==> src/rtl/dmem_arbiter.sv <==
// Sequencer/arbiter for the MEM-stage data memory: the pipeline and an external
// loader port share one memory, with programmable wait states and alternating priority.
module dmem_arbiter #(
    parameter int ADDR_W   = 32,
    parameter int DATA_W   = 32,
    parameter int WAIT_CYC = 2
) (
    input  logic              clk,
    input  logic              rst_n,
    input  logic              pipe_memread,
    input  logic              pipe_memwrite,
    input  logic [ADDR_W-1:0] pipe_addr,
    input  logic [DATA_W-1:0] pipe_wdata,
    output logic [DATA_W-1:0] pipe_rdata,
    output logic              pipe_stall,
    input  logic              ext_req,
    input  logic              ext_we,
    input  logic [ADDR_W-1:0] ext_addr,
    input  logic [DATA_W-1:0] ext_wdata,
    output logic              ext_gnt,
    output logic              ext_done,
    output logic [DATA_W-1:0] ext_rdata,
    output logic              mem_read,
    output logic              mem_write,
    output logic [ADDR_W-1:0] mem_addr,
    output logic [DATA_W-1:0] mem_wdata,
    input  logic [DATA_W-1:0] mem_rdata
);
    typedef enum logic [1:0] {IDLE = 2'd0, PIPE = 2'd1, EXT = 2'd2, EXT_DONE = 2'd3} state_t;

    localparam logic [3:0] WAIT_LD = 4'(WAIT_CYC);

    state_t            state, state_nx;
    logic [3:0]        cnt;
    logic              last_owner;
    logic [ADDR_W-1:0] acc_addr;
    logic [DATA_W-1:0] acc_wdata;
    logic              acc_we;
    logic [DATA_W-1:0] pipe_rdata_q;
    logic [DATA_W-1:0] ext_rdata_q;
    logic              ext_gnt_q;
    logic              pipe_req, pick_pipe, pick_ext, last_cyc;

    assign pipe_req  = pipe_memread | pipe_memwrite;
    // Under contention the side that did not go last wins.
    assign pick_pipe = pipe_req & (~ext_req | last_owner);
    assign pick_ext  = ext_req & ~pick_pipe;
    assign last_cyc  = (cnt == 4'd0);

    always_ff @(posedge clk or negedge rst_n) begin
        if (!rst_n) state <= IDLE;
        else        state <= state_nx;
    end

    always_comb begin
        state_nx = state;
        case (state)
            IDLE:     if (pick_pipe)     state_nx = PIPE;
                      else if (pick_ext) state_nx = EXT;
            PIPE:     if (last_cyc)      state_nx = IDLE;
            EXT:      if (last_cyc)      state_nx = EXT_DONE;
            EXT_DONE:                    state_nx = IDLE;
            default:                     state_nx = IDLE;
        endcase
    end

    always_ff @(posedge clk or negedge rst_n) begin
        if (!rst_n) begin
            cnt          <= 4'd0;
            last_owner   <= 1'b1;
            acc_addr     <= '0;
            acc_wdata    <= '0;
            acc_we       <= 1'b0;
            pipe_rdata_q <= '0;
            ext_rdata_q  <= '0;
            ext_gnt_q    <= 1'b0;
        end else begin
            ext_gnt_q <= 1'b0;
            case (state)
                IDLE: begin
                    if (pick_pipe) begin
                        cnt       <= WAIT_LD;
                        acc_addr  <= pipe_addr;
                        acc_wdata <= pipe_wdata;
                        acc_we    <= pipe_memwrite;
                    end else if (pick_ext) begin
                        cnt       <= WAIT_LD;
                        acc_addr  <= ext_addr;
                        acc_wdata <= ext_wdata;
                        acc_we    <= ext_we;
                        ext_gnt_q <= 1'b1;
                    end
                end
                PIPE, EXT: begin
                    if (!last_cyc) begin
                        cnt <= cnt - 4'd1;
                    end else if (state == PIPE) begin
                        last_owner <= 1'b0;
                        if (!acc_we) pipe_rdata_q <= mem_rdata;
                    end else begin
                        last_owner <= 1'b1;
                        if (!acc_we) ext_rdata_q <= mem_rdata;
                    end
                end
                default: ;
            endcase
        end
    end

    always_comb begin
        mem_read   = 1'b0;
        mem_write  = 1'b0;
        ext_done   = 1'b0;
        pipe_rdata = pipe_rdata_q;
        case (state)
            PIPE, EXT: begin
                mem_write = acc_we;
                mem_read  = ~acc_we;
            end
            EXT_DONE: ext_done = 1'b1;
            default: ;
        endcase
        // Bypass so the MEM/WB register can capture read data at the releasing edge.
        if (state == PIPE && last_cyc && !acc_we) pipe_rdata = mem_rdata;
    end

    // Gated by rst_n so a reset frees the pipeline even with a request still asserted.
    assign pipe_stall = rst_n & pipe_req & ~(state == PIPE && last_cyc);
    assign mem_addr   = acc_addr;
    assign mem_wdata  = acc_wdata;
    assign ext_gnt    = ext_gnt_q;
    assign ext_rdata  = ext_rdata_q;
endmodule
==> config.mk <==
export PLATFORM = sky130hd
export DESIGN_NAME = dmem_arbiter
export DESIGN_NICKNAME = d
export VERILOG_FILES = /design/src/rtl/dmem_arbiter.sv
export SDC_FILE = /design/constraint.sdc
export NUM_CORES = 1
export LEC_CHECK = 0
export ABC_AREA = 1
export CORE_ASPECT_RATIO = 1.4
export CORE_MARGIN = 3
export CORE_UTILIZATION = 47
export CTS_CLUSTER_SIZE = 8
export DETAILED_ROUTE_END_ITERATION = 10
export MAX_ROUTING_LAYER = met4
export PLACE_DENSITY_LB_ADDON = 0.2
export SLEW_MARGIN = 20
export SYNTH_ARGS = -nofsm -noshare
export SYNTH_HDL_FRONTEND = slang
export SYNTH_SLANG_ARGS = --single-unit
==> constraint.sdc <==
create_clock -name clk -period 5 [get_ports clk]
set_input_delay 1.25 -clock clk [delete_from_list [all_inputs] [get_ports clk]]
set_output_delay 1.25 -clock clk [all_outputs]
set_load 0.05 [all_outputs]
# Word-level counts from Yosys, hierarchy flattened
# Cells that the tools add are included.
# classes
addsub	1
n_eq_ne	7
muxes	23
bitwise_logic	11
n_reduce_logical	14
# op_table
op	count
32-bit two-way mux	5
4-bit two-way mux	3
1-bit two-way mux	9
2-bit two-way mux	4
2-bit one-hot mux with 4 select lines	1
4-bit one-hot mux with 2 select lines	1
4-bit AND reduction	2
2-bit inequality test (second input constant)	3
3-bit AND reduction	2
1-bit inverter	5
1-bit AND	4
2-bit equality test (second input constant)	2
4-bit zero test	1
2-bit AND reduction	2
2-bit nonzero test	2
4-bit by 1-bit subtractor with 4-bit output (second input constant)	1
3-bit inequality test (second input constant)	1
2-bit by 1-bit equality test with 1-bit output (second input constant)	1
1-bit logical AND	2
2-bit zero test	1
1-bit bitwise OR	2
2-bit OR reduction	1
1-bit zero test	1
# totals
ff_bits	137
wordCells	65

# Logic depth before layout (Yosys ltp)
# Gate-level depths: netlist of run 1.
# logic_depth
word_depth	8
depth_mapped	9
mapped_depth_nobuf	8

# Worst setup path after synthesis of run 1
# Ideal clock, no wire load.
# synth_path
path_kind	input-to-output
startpoint	input mem_rdata[0]
endpoint	output pipe_rdata[0]
arrival_ps	1786
required_time_ps	3750
setup_slack_ps	1964
path_stages	2
cell_sequence	inv_1 > o21ai_2
# synth_via
elab_chain_cells	1
# synth_lines
element	line_no	rtl
from (decl)	27	input logic [DATA_W-1:0] mem_rdata
32-bit two-way mux	124	if (state == PIPE && last_cyc && !acc_we) pipe_rdata = mem_rdata;
to (decl)	14	output logic [DATA_W-1:0] pipe_rdata,
# Every way passes these cells.

# Worst setup path after layout of run 1
# layout_path
startpoint	register cnt[0]
endpoint	output pipe_rdata[25]
# layout_via
elab_chain_cells	4
# layout_lines
element	line_no	rtl
from (decl)	34	logic [3:0] cnt;
from (signal assigned)	96	cnt <= cnt - 4'd1;
4-bit zero test	48	assign last_cyc = (cnt == 4'd0);
1-bit logical AND (2 in a row)	124	
32-bit two-way mux	124	
# Every way passes these cells.

==> summary.md, run 1 <==
| Metric | Value |
|---|---|
| Final hold vios | `0` |
| Sinks on the clock net | `137` |
| Top-count cell post-synth | `nand2_1` |
| Die extent in y | `around 150 um` |
| DR vias | `roughly 6400` |
| Die area | `roughly 17000 um2` |
| H-tree Lvls | `4` |
| Clk_lat worst skew | `420 ps` |
| P per Cell Area | `782 nW/um2` |
| Worst-Margin Slew | `between 900 and 1000 ps` |
| Cts hold-fix bufs | `0` |
| Crit end category | `output pin` |
| Reg clk slew, reported paths | `around 60 ps` |
| # fillers | `around 1200` |
| Overflow left after global routing | `0` |
| GP Congestion | `approximately 0.86` |
| Setup Viol. Count Final | `0` |
| Most area-hungry cell type in the Yosys netlist | `dfrtp_1` |
| Final Core Density | `0.726` |
| Vias in the first global route | `approximately 6300` |
| Die X | `roughly 110 um` |
| TritonCTS Buffers | `17` |
| Starting DRT DRC Count | `303` |
| Initial Util | `0.485` |
| R2R Path End | `pipe_rdata_q[17]$_DFFE_PN0P_` |
| Setup TNS | `0 ps` |
| FF-to-FF setup slack | `approximately 2600 ps` |
| Non-filler cells, final | `roughly 1400` |
| Main synth FF type | `dfrtp_1` |
| Pre-Repair DR Iteration Count | `5` |
| Crit-path max FO | `between 60 and 70` |
| WS Path Type | `reg -> out` |
| Critical Path Max Stage Delay | `between 800 and 900 ps` |
| DRT Wirelength | `between 15000 and 20000 um` |
| RSZ-0062 raised after global routing | `no` |
| Yosys cell types | `26` |
| Share of flip-flops with an asynchronous set or reset | `1.00` |
| Relative slew slack | `0.336` |
| Worst-path cell chain | `inv_1 -> ha_1 -> nand2_4 -> clkinv_4 -> nand3_4 -> buf_4 -> nand2_1 -> o21ai_2 -> clkdlybuf4s50_1` |
| Syn Area/Cell | `~8.1 um2` |
| N_diodes | `0` |
| Worst Reg-to-Reg Cells | `7` |
| Share of the synthesized area in the top cell type | `0.479` |
| YS warnings | `0` |
| Slew Limit Fails | `0` |
| Synth Register Bits | `137` |
| Via density | `4.70` |
| Min-delay worst type | `reg -> reg` |
| Status | `complete, no violations` |
| I/O Buffers | `a little under 300` |
| CP Launch Type | `register` |
| Post_cts resized | `0` |
| Root Buffer | `clkbuf_16` |
| Site Rows | `52` |
| Maximum root-to-sink buffer count | `2` |
| Clock skew | `12.5 ps` |
| Antenna-violating nets left | `0` |
| FF+latch area | `3430 um2` |
| Worst R2R Start | `state[0]$_DFFE_PN0P_` |
| Number of synthesized flops with an enable pin | `0` |
| Synth Net Count | `around 1100` |
| Register area share after synthesis | `0.483` |
| Net total in the final layout | `1332` |
| DRC errors left | `0` |
| CP endpoint | `pipe_rdata[25]` |
| First-pass GRT wire length | `just over 30000 um` |
| CP startpoint | `cnt[0]$_DFFE_PN0P_` |
| IR drop worst, VDD | `a little under 400 uV` |
| Drt wl/cell | `14.4 um` |
| Total Power | `between 0.008 and 0.009 W` |
| DP Cell Count | `1329` |
| Ports | `between 200 and 300` |
| Syn Std Cell Area | `roughly 7100 um2` |
| Synth cell count leaders | `nand2_1, dfrtp_1, inv_1, o21ai_2, nor2_1` |
| Ranking of synthesized cells by area | `dfrtp_1, nand2_1, o21ai_2` |
| Core area | `14600 um2` |
| GRT Resource Usage Total | `0.247` |
| Post-CTS setup buffer count | `0` |
| Area of the multi-input gates | `just under 3000 um2` |
| Crit path time final | `4450 ps` |
| Crit share post-route | `0.890` |
| Peak Freq | `225 MHz` |
| Post-synthesis cell count | `881` |
| Share of cells above drive strength 1 | `0.121` |
| Largest net degree at the start of global routing | `96` |
| Max Cap Viol | `0` |
| Area growth syn-to-layout | `49.7%` |
| CTS tree | `done` |
| Slowest-stage cell, CP | `clkdlybuf4s50_1` |
| Req. time, crit path | `3750 ps` |
| WP data arrival | `approximately 3200 ps` |
| Lkg Pwr | `between 5 and 6 nW` |
| Initial antenna violation count | `0` |
| Detailed Place HPWL | `~14000 um` |
report_power, final:
part	total [W]	internal (W)	switching, W
clock network	0.00131	0.000758	0.000547
registers	0.00197	0.00167	0.000304
logic	0.00504	0.00165	0.00339
total	0.00831	0.00407	0.00424
state kept, by name, indices dropped and copies added (netlist names):
name	flops
acc_we	1
state	2
mem_addr	32
cnt	4
last_owner	1
mem_wdata	32
ext_gnt	1
pipe_rdata_q	32
ext_rdata	32
logic make-up (layout without fill, tap and decap cells):
| logic type | count (synthesis) | count (layout) | synth area share |
|---|---|---|---|
| buffers and inverters | 160 | 451 | 0.112 |
| AO/OA/AOI/OAI | 165 | 165 | 0.163 |
| adder cells (fa/ha/maj) | 7 | 7 | 0.0123 |
| flip-flops | 137 | 137 | 0.483 |
| AND/OR/NAND/NOR | 412 | 412 | 0.230 |
layout by cell type (no fill, tap or decap), types with 2 or more instances in the layout:
master,count
buf_4,7
inv_6,5
clkbuf_16,17
nand3_1,4
nand2_1,325
or2_2,2
inv_2,2
clkinv_4,3
inv_8,4
inv_1,111
clkinvlp_4,2
dfrtp_1,136
o21ai_2,87
o21ai_1,70
clkdlybuf4s50_1,297
o21ai_0,6
nand3_4,2
nor2_1,71
ha_1,7
nand2_4,3
bufinv_16,2
layout make-up:
class                   count  share of cell area
repair buffers            305               0.286
flip-flops and latches    137               0.323
multi-input cells         584               0.271
inverters                 114              0.0407
clock buffers              17              0.0400
well taps                 189              0.0223
clock inverters            15              0.0171
critical path, delay by kind of cell (launching register included):
kind | cells | cell delay (ps)
AND/OR/NAND/NOR | 3 | 380
buffers and inverters | 4 | 1610
flip-flops | 1 | 360
adder cells (fa/ha/maj) | 1 | 280
AO/OA/AOI/OAI | 1 | 110
through the flow:
step                      instance area, um2  setup slack [ps]  hold slack (ps)
final                                  10600               549              481
after floorplan                         7100              1960              455
after CTS                              10600               538              482
after global placement                 10000               911              463
after detailed placement               10000               896              467
after global routing                   10600               409              491
how the worst min path moves through the flow:
| stage | startpoint | depth (start not counted) | to |
|---|---|---|---|
| finish | pipe_rdata_q[31]$_DFFE_PN0P_ | 2 | pipe_rdata_q[31]$_DFFE_PN0P_ |
| global route | pipe_rdata_q[2]$_DFFE_PN0P_ | 2 | pipe_rdata_q[2]$_DFFE_PN0P_ |
| CTS | ext_rdata[29]$_DFFE_PN0P_ | 2 | ext_rdata[29]$_DFFE_PN0P_ |
| detailed placement | ext_rdata[29]$_DFFE_PN0P_ | 2 | ext_rdata[29]$_DFFE_PN0P_ |
| global placement | pipe_rdata_q[18]$_DFFE_PN0P_ | 2 | pipe_rdata_q[18]$_DFFE_PN0P_ |
| floorplan | pipe_rdata_q[0]$_DFFE_PN0P_ | 2 | pipe_rdata_q[0]$_DFFE_PN0P_ |
layer usage:
layer,part of all wire,global-route usage
met1,0.38,0.265
met2,0.51,0.420
met3,0.079,0.0712
met4,0.032,0.109
met5,0,-
Note: power is estimated with default switching activity, not from simulation.
==> run 2: changes to the inputs <==
- SETUP_SLACK_MARGIN: not set -> 0.02
==> results of run 2 <==
Same layout as run 1: the final DEF is identical, and so are final timing and power.
==> run 3: changes to the inputs <==
- CORE_ASPECT_RATIO: 1.4 -> 0.6
==> summary.md, run 3 (synthesis gave the netlist of run 1 again) <==
| Metric | Value |
|---|---|
| CTS tree | `done` |
| Post_cts resized | `0 (unchanged)` |
| CP startpoint | `state[1]$_DFFE_PN0P_` |
| Die extent in y | `101 um (-33%)` |
| Worst R2R Start | `state[0]$_DFFE_PN0P_` |
| Vias in the first global route | `6075 (-2.8%)` |
| Non-filler cells, final | `1369 (+0.59%)` |
| # fillers | `1185 (+2.5%)` |
| Sinks on the clock net | `137 (unchanged)` |
| GR Layer Usage met3 | `0.0768 (+0.00561)` |
| Drt wl/cell | `14.2 um (-1.1%)` |
| Root Buffer | `clkbuf_16` |
| DRT Wirelength | `19500 um (-0.51%)` |
| Slowest-stage cell, CP | `clkdlybuf4s50_1` |
| GP Congestion | `0.820 (-5.0%)` |
| Area growth syn-to-layout | `49.1%` |
| Clock skew | `12.4 ps (-0.0805 ps)` |
| Antenna-violating nets left | `0 (unchanged)` |
| Slew Limit Fails | `0 (unchanged)` |
| Max Cap Viol | `0 (unchanged)` |
| Worst-path cell chain | `inv_1 -> ha_1 -> nand3_4 -> buf_4 -> o21ai_2 -> clkdlybuf4s50_1` |
| WHS | `478 ps (-2.76 ps)` |
| Overflow left after global routing | `0 (unchanged)` |
| P per Cell Area | `775 nW/um2 (-0.90%)` |
| Initial Util | `0.485 (about the same)` |
| First-pass GRT wire length | `30800 um (-0.38%)` |
| Top delay family on crit path | `buffers and inverters` |
| I/O Buffers | `298 (unchanged)` |
| Status | `complete, no violations` |
| Worst-Margin Slew | `1010 ps (+16.4 ps)` |
| H-tree Lvls | `4 (unchanged)` |
| Global route hottest layer | `met2` |
| Via density | `4.73 (+0.66%)` |
| Crit-path max FO | `63 (-1.6%)` |
| Setup Viol. Count Final | `0 (unchanged)` |
| Min-delay worst type | `reg -> reg` |
| Met2 Use GR | `0.387 (-0.0323)` |
| Maximum root-to-sink buffer count | `2 (unchanged)` |
| Setup TNS | `0 ps (unchanged)` |
| IR drop worst, VDD | `520 uV (+34%)` |
| Met1 usage | `0.303 (+0.0380)` |
| Net total in the final layout | `1332 (unchanged)` |
| Core area | `14600 um2 (about the same)` |
| Detailed Place HPWL | `14100 um (+0.60%)` |
| HP Start | `pipe_rdata_q[27]$_DFFE_PN0P_` |
| N_diodes | `0 (unchanged)` |
| Commonest non-fill, non-tap cells in the layout | `nand2_1, clkdlybuf4s50_1, dfrtp_1` |
| Clk_lat worst skew | `410 ps (about the same)` |
| Critical Path Max Stage Delay | `800 ps (-20 ps)` |
| Crit end category | `output pin` |
| Ports | `299 (unchanged)` |
| TritonCTS Buffers | `17 (unchanged)` |
| Die X | `165 um (+50%)` |
| Peak Freq | `220 MHz (-2.2%)` |
| Req. time, crit path | `3750 ps (about the same)` |
| Reg clk slew, reported paths | `60 ps (about the same)` |
| Site Rows | `34 (-35%)` |
| Commonest non-fill, non-tap cell in the layout | `nand2_1` |
| DR vias | `6470 (+1.3%)` |
| Largest net degree at the start of global routing | `102 (+6.3%)` |
| Final hold vios | `0 (unchanged)` |
| Crit share post-route | `0.910 (+0.0199)` |
| GRT Resource Usage Total | `0.243 (-0.00430)` |
| Crit path time final | `4550 ps (+99.3 ps)` |
| Share of cells above drive strength 1 | `0.120 (-0.00160)` |
| DRC errors left | `0 (unchanged)` |
| WS Path Type | `reg -> out` |
| Lkg Pwr | `5.20 nW (-0.70%)` |
| Starting DRT DRC Count | `532 (+76%)` |
| Relative slew slack | `0.325 (-0.0110)` |
| Pre-Repair DR Iteration Count | `4 (-1)` |
| CP bufs+invs | `3 (-1)` |
| Initial antenna violation count | `0 (unchanged)` |
| CP Launch Type | `register` |
| WP data arrival | `3300 ps (+100 ps)` |
| Cts hold-fix bufs | `0 (unchanged)` |
| Total Power | `0.00821 W (-1.3%)` |
| Die area | `16700 um2 (+0.17%)` |
| DP Cell Count | `1338 (+0.68%)` |
| RSZ-0062 raised after global routing | `no` |
| Post-CTS setup buffer count | `0 (unchanged)` |
## run 3: cell types whose count changed in the layout (fill, tap and decap cells not counted), sizes merged
cell / change
clkinv: +2
clkbuf: +1
clkinvlp: +3
inv: -6
bufinv: -1
## run 3: area by class of cell
| type | instances | area [um2] | area share |
|---|---|---|---|
| Sequential cell | 137 | 3430 | 0.324 |
| Clock inverter | 13 | 124 | 0.0117 |
| Tap cell | 198 | 248 | 0.0234 |
| Timing Repair Buffer | 305 | 3040 | 0.287 |
| Clock buffer | 18 | 429 | 0.0406 |
| Multi-Input combinational cell | 584 | 2880 | 0.272 |
| Inverter | 114 | 433 | 0.0409 |
## run 3: final timing paths
kind                                                 to  depth (start not counted)  slack [ps]
min in group asynchronous     ext_rdata[13]$_DFFE_PN0P_                          1         710
min                        pipe_rdata_q[27]$_DFFE_PN0P_                          2         480
min reg2reg                pipe_rdata_q[27]$_DFFE_PN0P_                          2         480
max                                      pipe_rdata[31]                          6         450
max reg2reg                 pipe_rdata_q[3]$_DFFE_PN0P_                          7        2550
max in group asynchronous          state[1]$_DFFE_PN0P_                          3        2560
## run 3: worst min-delay path, stage by stage, from the launching register on
cell and delay (ps):
dfrtp_1 340, nand2_1 60, o21ai_2 50
## run 3: metrics by stage
stage	setup WS (ps)	utilization	area, um2
global route	209	0.723	10600
detailed placement	848	0.685	10000
floorplan	1960	-	7100
finish	449	0.723	10600
CTS	392	0.723	10600
global placement	850	0.685	10000
## run 3: metal layers
metal,vias to the layer above,part of all wire
met5,-,0
met4,0,0.012
met3,17,0.086
met2,194,0.48
met1,2995,0.42
li1,3264,-
## run 3: where the power goes
| part | switching [W] | internal, W | total [W] |
|---|---|---|---|
| logic | 0.00341 | 0.00164 | 0.00506 |
| registers | 0.000302 | 0.00167 | 0.00197 |
| clock network | 0.000494 | 0.000687 | 0.00118 |
| total | 0.00421 | 0.00400 | 0.00821 |
